## src/rtl/movegen_pos_loader_if.sv

```systemverilog
// Host-side bundle of the position loader: square writes, clear/start
// commands, status flags and the stream that feeds the first square.
interface movegen_pos_loader_if #(
  parameter int NUM_SQUARES = 64,
  parameter int DATA_W      = 4
);
  localparam int IDX_W = $clog2(NUM_SQUARES);

  logic              wr_valid;
  logic              wr_ready;
  logic [IDX_W-1:0]  wr_addr;
  logic [DATA_W-1:0] wr_data;
  logic              clear;
  logic              start;
  logic              busy;
  logic              done;
  logic              out_pos_valid;
  logic [DATA_W-1:0] out_pos_data;

  // The position source (host or search controller) drives requests.
  modport master (
    output wr_valid, wr_addr, wr_data, clear, start,
    input  wr_ready, busy, done, out_pos_valid, out_pos_data
  );

  // The loader accepts requests and produces status and the square stream.
  modport slave (
    input  wr_valid, wr_addr, wr_data, clear, start,
    output wr_ready, busy, done, out_pos_valid, out_pos_data
  );
endinterface

```

## src/rtl/movegen_pos_loader.sv

```systemverilog
// Position loader at the head of the movegen_square shift chain.
// Holds one board position written square by square, then on start streams
// it into the chain highest square first so that square k ends up holding
// buffer entry k once all beats have passed.
module movegen_pos_loader #(
  parameter int NUM_SQUARES = 64,
  parameter int DATA_W      = 4
) (
  input logic                clk,
  input logic                rst,
  movegen_pos_loader_if.slave bus
);
  localparam int IDX_W = $clog2(NUM_SQUARES);

  typedef enum logic [1:0] {
    IDLE  = 2'd0,
    SHIFT = 2'd1,
    DONE  = 2'd2
  } state_e;

  state_e            state_q, state_d;
  logic [IDX_W-1:0]  idx_q, idx_d;
  logic [DATA_W-1:0] buf_q [NUM_SQUARES];
  logic [DATA_W-1:0] buf_d [NUM_SQUARES];
  logic              valid_q, valid_d;
  logic [DATA_W-1:0] data_q, data_d;
  logic              done_q, done_d;

  // Next-state logic: buffer edits only happen in IDLE, and start wins over
  // a same-cycle write/clear so the shifted position is exactly what was
  // buffered before the command.
  always_comb begin
    state_d = state_q;
    idx_d   = idx_q;
    buf_d   = buf_q;
    valid_d = 1'b0;
    data_d  = data_q;
    done_d  = 1'b0;
    case (state_q)
      IDLE: begin
        if (bus.start) begin
          state_d = SHIFT;
          idx_d   = IDX_W'(NUM_SQUARES - 1);
        end else begin
          if (bus.clear) begin
            for (int i = 0; i < NUM_SQUARES; i++) begin
              buf_d[i] = '0;
            end
          end
          if (bus.wr_valid) begin
            buf_d[bus.wr_addr] = bus.wr_data;
          end
        end
      end
      SHIFT: begin
        valid_d = 1'b1;
        data_d  = buf_q[idx_q];
        idx_d   = idx_q - IDX_W'(1);
        if (idx_q == '0) begin
          state_d = DONE;
        end
      end
      DONE: begin
        done_d  = 1'b1;
        state_d = IDLE;
      end
      default: begin
        state_d = IDLE;
      end
    endcase
  end

  // State, buffer and registered stream outputs; reset aborts any stream
  // immediately and empties the buffer.
  always_ff @(posedge clk) begin
    if (rst) begin
      state_q <= IDLE;
      idx_q   <= '0;
      buf_q   <= '{default: '0};
      valid_q <= 1'b0;
      data_q  <= '0;
      done_q  <= 1'b0;
    end else begin
      state_q <= state_d;
      idx_q   <= idx_d;
      buf_q   <= buf_d;
      valid_q <= valid_d;
      data_q  <= data_d;
      done_q  <= done_d;
    end
  end

  assign bus.wr_ready      = (state_q == IDLE);
  assign bus.busy          = (state_q == SHIFT);
  assign bus.done          = done_q;
  assign bus.out_pos_valid = valid_q;
  assign bus.out_pos_data  = data_q;
endmodule

```

## src/flat_wrapper.sv

```systemverilog
// flat-port wrapper written by rule: the top's interface ports become plain ports
module movegen_pos_loader_flat 
#(
  parameter int NUM_SQUARES = 64,
  parameter int DATA_W      = 4
)
  (clk, rst, bus_wr_valid, bus_wr_addr, bus_wr_data, bus_clear, bus_start, bus_wr_ready, bus_busy, bus_done, bus_out_pos_valid, bus_out_pos_data);
  movegen_pos_loader_if #(.NUM_SQUARES(NUM_SQUARES), .DATA_W(DATA_W)) bus_i ();
  input logic clk;
  input logic rst;
  input wire logic [$bits(bus_i.wr_valid)-1:0] bus_wr_valid;
  input wire logic [$bits(bus_i.wr_addr)-1:0] bus_wr_addr;
  input wire logic [$bits(bus_i.wr_data)-1:0] bus_wr_data;
  input wire logic [$bits(bus_i.clear)-1:0] bus_clear;
  input wire logic [$bits(bus_i.start)-1:0] bus_start;
  output wire logic [$bits(bus_i.wr_ready)-1:0] bus_wr_ready;
  output wire logic [$bits(bus_i.busy)-1:0] bus_busy;
  output wire logic [$bits(bus_i.done)-1:0] bus_done;
  output wire logic [$bits(bus_i.out_pos_valid)-1:0] bus_out_pos_valid;
  output wire logic [$bits(bus_i.out_pos_data)-1:0] bus_out_pos_data;
  assign bus_i.wr_valid = bus_wr_valid;
  assign bus_i.wr_addr = bus_wr_addr;
  assign bus_i.wr_data = bus_wr_data;
  assign bus_i.clear = bus_clear;
  assign bus_i.start = bus_start;
  assign bus_wr_ready = bus_i.wr_ready;
  assign bus_busy = bus_i.busy;
  assign bus_done = bus_i.done;
  assign bus_out_pos_valid = bus_i.out_pos_valid;
  assign bus_out_pos_data = bus_i.out_pos_data;
  movegen_pos_loader #(.NUM_SQUARES(NUM_SQUARES), .DATA_W(DATA_W)) u_core (.clk(clk), .rst(rst), .bus(bus_i));
endmodule
```

## config.mk

```make
export PLATFORM = sky130hd
export DESIGN_NAME = movegen_pos_loader_flat
export DESIGN_NICKNAME = d
export VERILOG_FILES = /design/src/rtl/movegen_pos_loader_if.sv /design/src/rtl/movegen_pos_loader.sv /design/src/flat_wrapper.sv
export SDC_FILE = /design/constraint.sdc
export NUM_CORES = 1
export LEC_CHECK = 0
export ABC_AREA = 1
export ABC_CLOCK_PERIOD_IN_PS = 3740
export CELL_PAD_IN_SITES_DETAIL_PLACEMENT = 0
export CELL_PAD_IN_SITES_GLOBAL_PLACEMENT = 1
export CORE_ASPECT_RATIO = 1.4
export CORE_MARGIN = 2
export CORE_UTILIZATION = 48
export CTS_CLUSTER_DIAMETER = 120
export CTS_CLUSTER_SIZE = 20
export DETAILED_ROUTE_END_ITERATION = 10
export PLACE_DENSITY_LB_ADDON = 0.25
export SKIP_LAST_GASP = 1
export SYNTH_ARGS = -nofsm -noshare
export SYNTH_HDL_FRONTEND = slang
export SYNTH_SLANG_ARGS = --single-unit
```

## constraint.sdc

```tcl
create_clock -name clk -period 3.74 [get_ports clk]
set_input_delay 0.748 -clock clk [delete_from_list [all_inputs] [get_ports clk]]
set_output_delay 0.748 -clock clk [all_outputs]
set_load 0.01 [all_outputs]
```

======== Word level (Yosys, flattened, before mapping) ========
Index checks and enable logic that the tools add are counted.
storage, ports and cells
  bits in registers ....................... 270
  bits of input ports ..................... 15
  output and inout bits ................... 8
cells by class
  add/sub/neg operators ................... 1
  order comparisons ....................... 3
  equal/unequal tests ..................... 4
  multiplexer cells ....................... 17
  bitwise operators ....................... 3
  reduce and logical (&&, ||, !) cells .... 7
operators with widths
  operator             number
  $mux 256             4
  $bwmux 256           1
  $bmux 4 s6           1
  $demux 4 s6          1
  $ge 7x7->1 const B   2
  $not 6->7            2
  $mux 4               3
  $pmux 6 s2           1
  $lt 7x1->1 const B   1
  $logic_not 6->1      1
  $mux 6               1
  $reduce_and 2->1     3
  $sub 6x1->6 const B  1
  $mux 2               2
  $pmux 2 s2           1
  $eq 2x1->1 const B   1
  $eq 2x2->1 const B   1
  $logic_not 2->1      1
  $mux 1               2
  $ne 2x1->1 const B   1
  $ne 2x2->1 const B   1
  $reduce_bool 2->1    1
  $logic_and 1x1->1    1
  $not 1->1            1

======== Longest topological paths before layout ========
  depth in word-level cells ............... 7
  mapped depth ............................ 13
  gate-level depth less buffers ........... 11

======== Worst setup path before layout ========
No wires, ideal clock.
  kind .................................... input -> register
  start ................................... in bus_wr_addr[2]
  end ..................................... reg u_core.buf_q[140] (netlist name)
  library setup time ...................... 0.132 ns
  arrival ................................. 1.626 ns
  required time ........................... 3.608 ns
  path slack .............................. 1.982 ns
  stages on the path ...................... 7
  cells stage by stage .................... inv_1 -> nor2_1 -> nand3_1 -> nor2_1 -> o21ai_0 -> nand2_1 -> a21oi_1
on the way
  word-level cells in the longest chain between the ends .. 7
  elaborated cells between the ends (all ways) .. 8
  those cells by class .................... order compare (2); mux (4); bitwise (1); reduce/logical (1)
ends and longest elaborated chain
  what                                                                   line                      text
  start: declaration                                                     flat_wrapper.sv:12        input wire logic [$bits(bus_i.wr_addr)-1:0] bus_wr_addr;
  $not 6->7 (implied by the code) *                                      movegen_pos_loader.sv:51  buf_d[bus.wr_addr] = bus.wr_data;
  $ge 7x7->1 (implied by the code) / $lt 7x1->1 (equally long branches)  movegen_pos_loader.sv:51
  $logic_and 1x1->1 (implied by the code)                                movegen_pos_loader.sv:51
  $mux 4 (implied by the code)                                           movegen_pos_loader.sv:51
  $demux 4 s6 *                                                          movegen_pos_loader.sv:51
  $bwmux 256 *                                                           movegen_pos_loader.sv:51
  $mux 256 *                                                             movegen_pos_loader.sv:50  if (bus.wr_valid) begin
  end signal: assignment                                                 movegen_pos_loader.sv:86  buf_q <= buf_d;
  end: declaration                                                       movegen_pos_loader.sv:23  logic [DATA_W-1:0] buf_q [NUM_SQUARES];
Every way passes the cells marked *; elsewhere a longest branch is shown, timed or not.
A chain may end at the register's enable or synchronous reset.

======== Worst setup path after layout ========
  start ................................... in bus_wr_addr[2]
  end ..................................... reg u_core.buf_q[78] (netlist name)
Same word-level chain as after synthesis.

==> results.txt <==
The number of I/O pins is 23. The total negative slack for setup checks is 0 ns. The cell sitting at the root of the clock tree is a sky130_fd_sc_hd__clkbuf_16. For this block, the initial DRC count from the detailed router was 1087. The count of nets left with antenna violations once routing finished came out at 0.

Power spread over the standard cell area amounts to between 400 and 500 nW/µm². The path with the worst hold slack has its endpoint at u_core.buf_q[225]. The ratio of cells with drive above 1 in the final layout is 0.03602. The first global-routing pass estimated roughly 64000 µm of wire.

In the synthesized netlist, the number of instances is between 2000 and 2500. The routed wire length per instance is 17.54 µm. Post-CTS timing repair inserted 0 buffers for setup. The number of global-route vias before repair is 11980.

The layout overhead on the synthesized area is 6.396%. Setup repair after global routing left no endpoint under its margin. The count of max-cap constraint violations is 0. The depth of the worst register-to-register path came out at 10.

The number of fillers in the final layout is 2734. The area inside the core boundary is 26190 µm². The run finished with clean final reports.

The highest clock frequency the design can meet came out at approximately 380 MHz. The site row count is 70. The post-synthesis compound-gate area fraction is 0.1454.

The first-pass iteration count of the detailed router came out at 5. The overall die width is 142.3 µm. In this run the number of H-tree levels came out at 1.

The total CTS buffers is 17. The net count after synthesis is 2036. The largest net degree at the start of global routing came out at 145. Summed over all cells, the static leakage comes to 4.654 nW. The startpoint identified for the worst register-to-register timing path is u_core.idx_q[3]. The mapped netlist covers 12850 µm². A synthesized cell averages between 6 and 7 µm². The clock latency on the worst-skew pair is 0.51 ns. STA classifies the critical path startpoint as an input pin. STA puts the critical path data required time at about 4.1 ns. The arrival time of data at the critical path endpoint is between 2 and 3 ns. Of the synthesized area, sequential elements account for 0.4206. The peak ir drop on the vdd network came out at 0.3324 mV. The final net count came out at roughly 2000.

Of the total synthesized cell area, the portion taken by full adders, half adders and majority gates is 0.001947. The global-route usage over all layers is 0.2881. The endpoint identified for the worst register-to-register timing path is u_core.bus.out_pos_data[1]. Measured against its own limit, the worst slew margin works out to 0.4024. The final-report setup violation count is 0. The tightest min-delay check is of the reg2reg type. The post-synthesis xor/xnor area fraction came out at 0. The design draws just over 6 mW.

The number of antenna violations at the first check in global routing is 0. After detailed routing, the number of remaining DRC violations is 0. The post-synthesis sequential element count is 270.

The detailed-placement wirelength estimate is around 23000 µm. The final max-slew violation count came to 0. The post-layout instance count excluding filler cells is 2295. The post-synthesis mux area share is 0. TritonCTS built the clock tree. Summed over all layers, the routed wires come to between 40000 and 50000 µm. In this run, post-CTS hold repair placed 0 buffers.

The placer congestion estimate came out at 0.8357. The worst path needs 2.611 ns of the cycle, external delays included. Dividing the final minimum period by the clock period gives 0.6981.

In this run the most critical hold path is launched from u_core.buf_q[225]. The transition time at the pin with the least slew margin came out at 0.8964 ns. The die extent in y came out at 197.6 µm. The starting density of the core is 0.4908. The number of gates resized after cts came out at 0. The area of the die is 28120 µm². Clock-pin slew was measured on the worst setup and hold paths at 0.08 ns. The clock arrives with 0.02332 ns of skew. The netlist uses 23 different library cells. For flop-to-flop paths, the worst setup slack is 1.46 ns. Counting tap cells, the placed design contains a total of 2276 instances. After synthesis, the largest family of logic cells by area is simple AND/OR/NAND/NOR gates. The nature of the critical path endpoint is a flop. The via density per instance is 5.500. The maximum number of buffers from clock root to sink is 3.

The type of the setup path with the least slack is in2reg. The total of warnings raised by yosys is 0. The number of inserted diodes came out at 0. The number of hold-slack violations in the final timing report is 0. The count of buffers added on input and output ports is 22. The count of cells along the worst hold path came out at 2.

The tree built by TritonCTS fans out to 270 sinks. The detailed-route via count is around 13000. The largest driver fanout on the critical path came out at 8. For this run the aggregate overflow at the end of global routing stands at 0. The simple logic cell fraction of the synthesized area is 0.3567.
-- logic make-up (layout without fill, tap and decap cells) --
logic type | Yosys count | in the layout
adders and majority gates | 2 | 2
and+or+nand+nor | 1153 | 1153
buffers and inverters | 223 | 175
DFF | 270 | 270
AOI/OAI and AO/OA | 371 | 371
-- flip-flops by register name (all words and copies together), names as in the netlist --
signal                    flops
u_core.bus.out_pos_data       4
u_core.bus.out_pos_valid      1
u_core.buf_q                256
u_core.idx_q                  6
u_core.bus.done               1
u_core.state_q                2
-- power breakdown --
| part | internal (mW) | switching, mW | total [mW] |
|---|---|---|---|
| combinational | 0.344 | 0.981 | 1.32 |
| clock | 0.827 | 1.01 | 1.83 |
| sequential | 2.90 | 0.0358 | 2.94 |
-- routing by layer --
layer  wire length, µm  track usage
met5                 0            0
met4              1369      0.09791
met3              2007      0.02570
met2             19300       0.4994
met1             17580       0.3765
-- worst max-delay path, cell delays in order --
cell and delay, ns:
sky130_fd_sc_hd__clkdlybuf4s50_1 0.53, sky130_fd_sc_hd__inv_1 0.09, sky130_fd_sc_hd__nor2_1 0.12, sky130_fd_sc_hd__nand3_1 0.52, sky130_fd_sc_hd__nor2_1 0.51, sky130_fd_sc_hd__o21ai_0 0.25
sky130_fd_sc_hd__nand2_1 0.13, sky130_fd_sc_hd__a21oi_1 0.07
-- layout make-up --
class	count	area (µm²)	area share
timing repair buffer	51	539.3	0.03944
clock inverter	1	11.26	0.0008235
sequential	270	5410	0.3956
inverter	105	395.4	0.02891
multi-input combinational	1526	6484	0.4742
clock buffer	18	429.2	0.03138
tap	324	405.4	0.02965
-- Yosys cell counts --
| master | count | area [µm²] |
|---|---|---|
| sky130_fd_sc_hd__o21ai_0 | 49 | 245.2 |
| sky130_fd_sc_hd__buf_1 | 7 | 26.28 |
| sky130_fd_sc_hd__nand4_1 | 3 | 18.77 |
| sky130_fd_sc_hd__o211ai_1 | 4 | 30.03 |
| sky130_fd_sc_hd__buf_6 | 6 | 67.56 |
| sky130_fd_sc_hd__inv_1 | 96 | 360.4 |
| sky130_fd_sc_hd__clkbuf_1 | 38 | 142.6 |
| sky130_fd_sc_hd__inv_2 | 8 | 30.03 |
| sky130_fd_sc_hd__or2_2 | 4 | 25.02 |
| sky130_fd_sc_hd__clkinv_1 | 1 | 3.750 |
| sky130_fd_sc_hd__dfxtp_1 | 270 | 5405 |
| sky130_fd_sc_hd__nand2_1 | 832 | 3123 |
| sky130_fd_sc_hd__a31oi_1 | 2 | 12.51 |
| sky130_fd_sc_hd__nor3_1 | 2 | 10.01 |
| sky130_fd_sc_hd__buf_4 | 1 | 7.510 |
| sky130_fd_sc_hd__nor2_4 | 4 | 45.04 |
| sky130_fd_sc_hd__nand3_1 | 157 | 785.8 |
| sky130_fd_sc_hd__ha_1 | 2 | 25.02 |
| sky130_fd_sc_hd__a21oi_1 | 275 | 1376 |
| sky130_fd_sc_hd__nor2_1 | 147 | 551.8 |
| sky130_fd_sc_hd__nor2_2 | 4 | 25.02 |
| sky130_fd_sc_hd__buf_2 | 66 | 330.3 |
| sky130_fd_sc_hd__o21ai_1 | 41 | 205.2 |
-- through the flow --
| stage | instance area, µm² | hold slack [ns] | util | setup slack, ns |
|---|---|---|---|---|
| 2_1_floorplan | 12850 | 0.4357 | - | 1.982 |
| 3_3_place_gp | 13230 | 0.4449 | 0.5054 | 0.7343 |
| 3_5_place_dp | 13230 | 0.4501 | 0.5054 | 0.6470 |
| 4_1_cts | 13670 | 0.4635 | 0.5222 | 1.156 |
| 5_1_grt | 13670 | 0.4725 | 0.5222 | 1.019 |
| 6_report | 13670 | 0.4612 | 0.5222 | 1.129 |
-- cell usage in the layout (no fill, tap or decap), drive strengths merged --
| master | instances |
|---|---|
| nand2 | 832 |
| a21oi | 275 |
| dfxtp | 270 |
| nand3 | 157 |
| nor2 | 155 |
| inv | 104 |
| o21ai | 90 |
| buf | 30 |
| clkdlybuf4s50 | 20 |
| clkbuf | 19 |
| or2 | 4 |
| o211ai | 4 |
| nand4 | 3 |
| a31oi | 2 |
| nor3 | 2 |
| ha | 2 |
| clkinv | 2 |
-- worst max path at each step --
stage                         to               from  slack (ns)
2_1_floorplan  u_core.buf_q[140]     bus_wr_addr[2]        1.98
3_3_place_gp    u_core.buf_q[73]       bus_wr_valid        0.73
3_5_place_dp    u_core.buf_q[78]     bus_wr_addr[2]        0.65
4_1_cts                 bus_busy  u_core.state_q[1]        1.16
5_1_grt         u_core.buf_q[82]       bus_wr_valid        1.02
6_report        u_core.buf_q[78]     bus_wr_addr[2]        1.13
No activity file was read; power rests on OpenSTA's default activity.
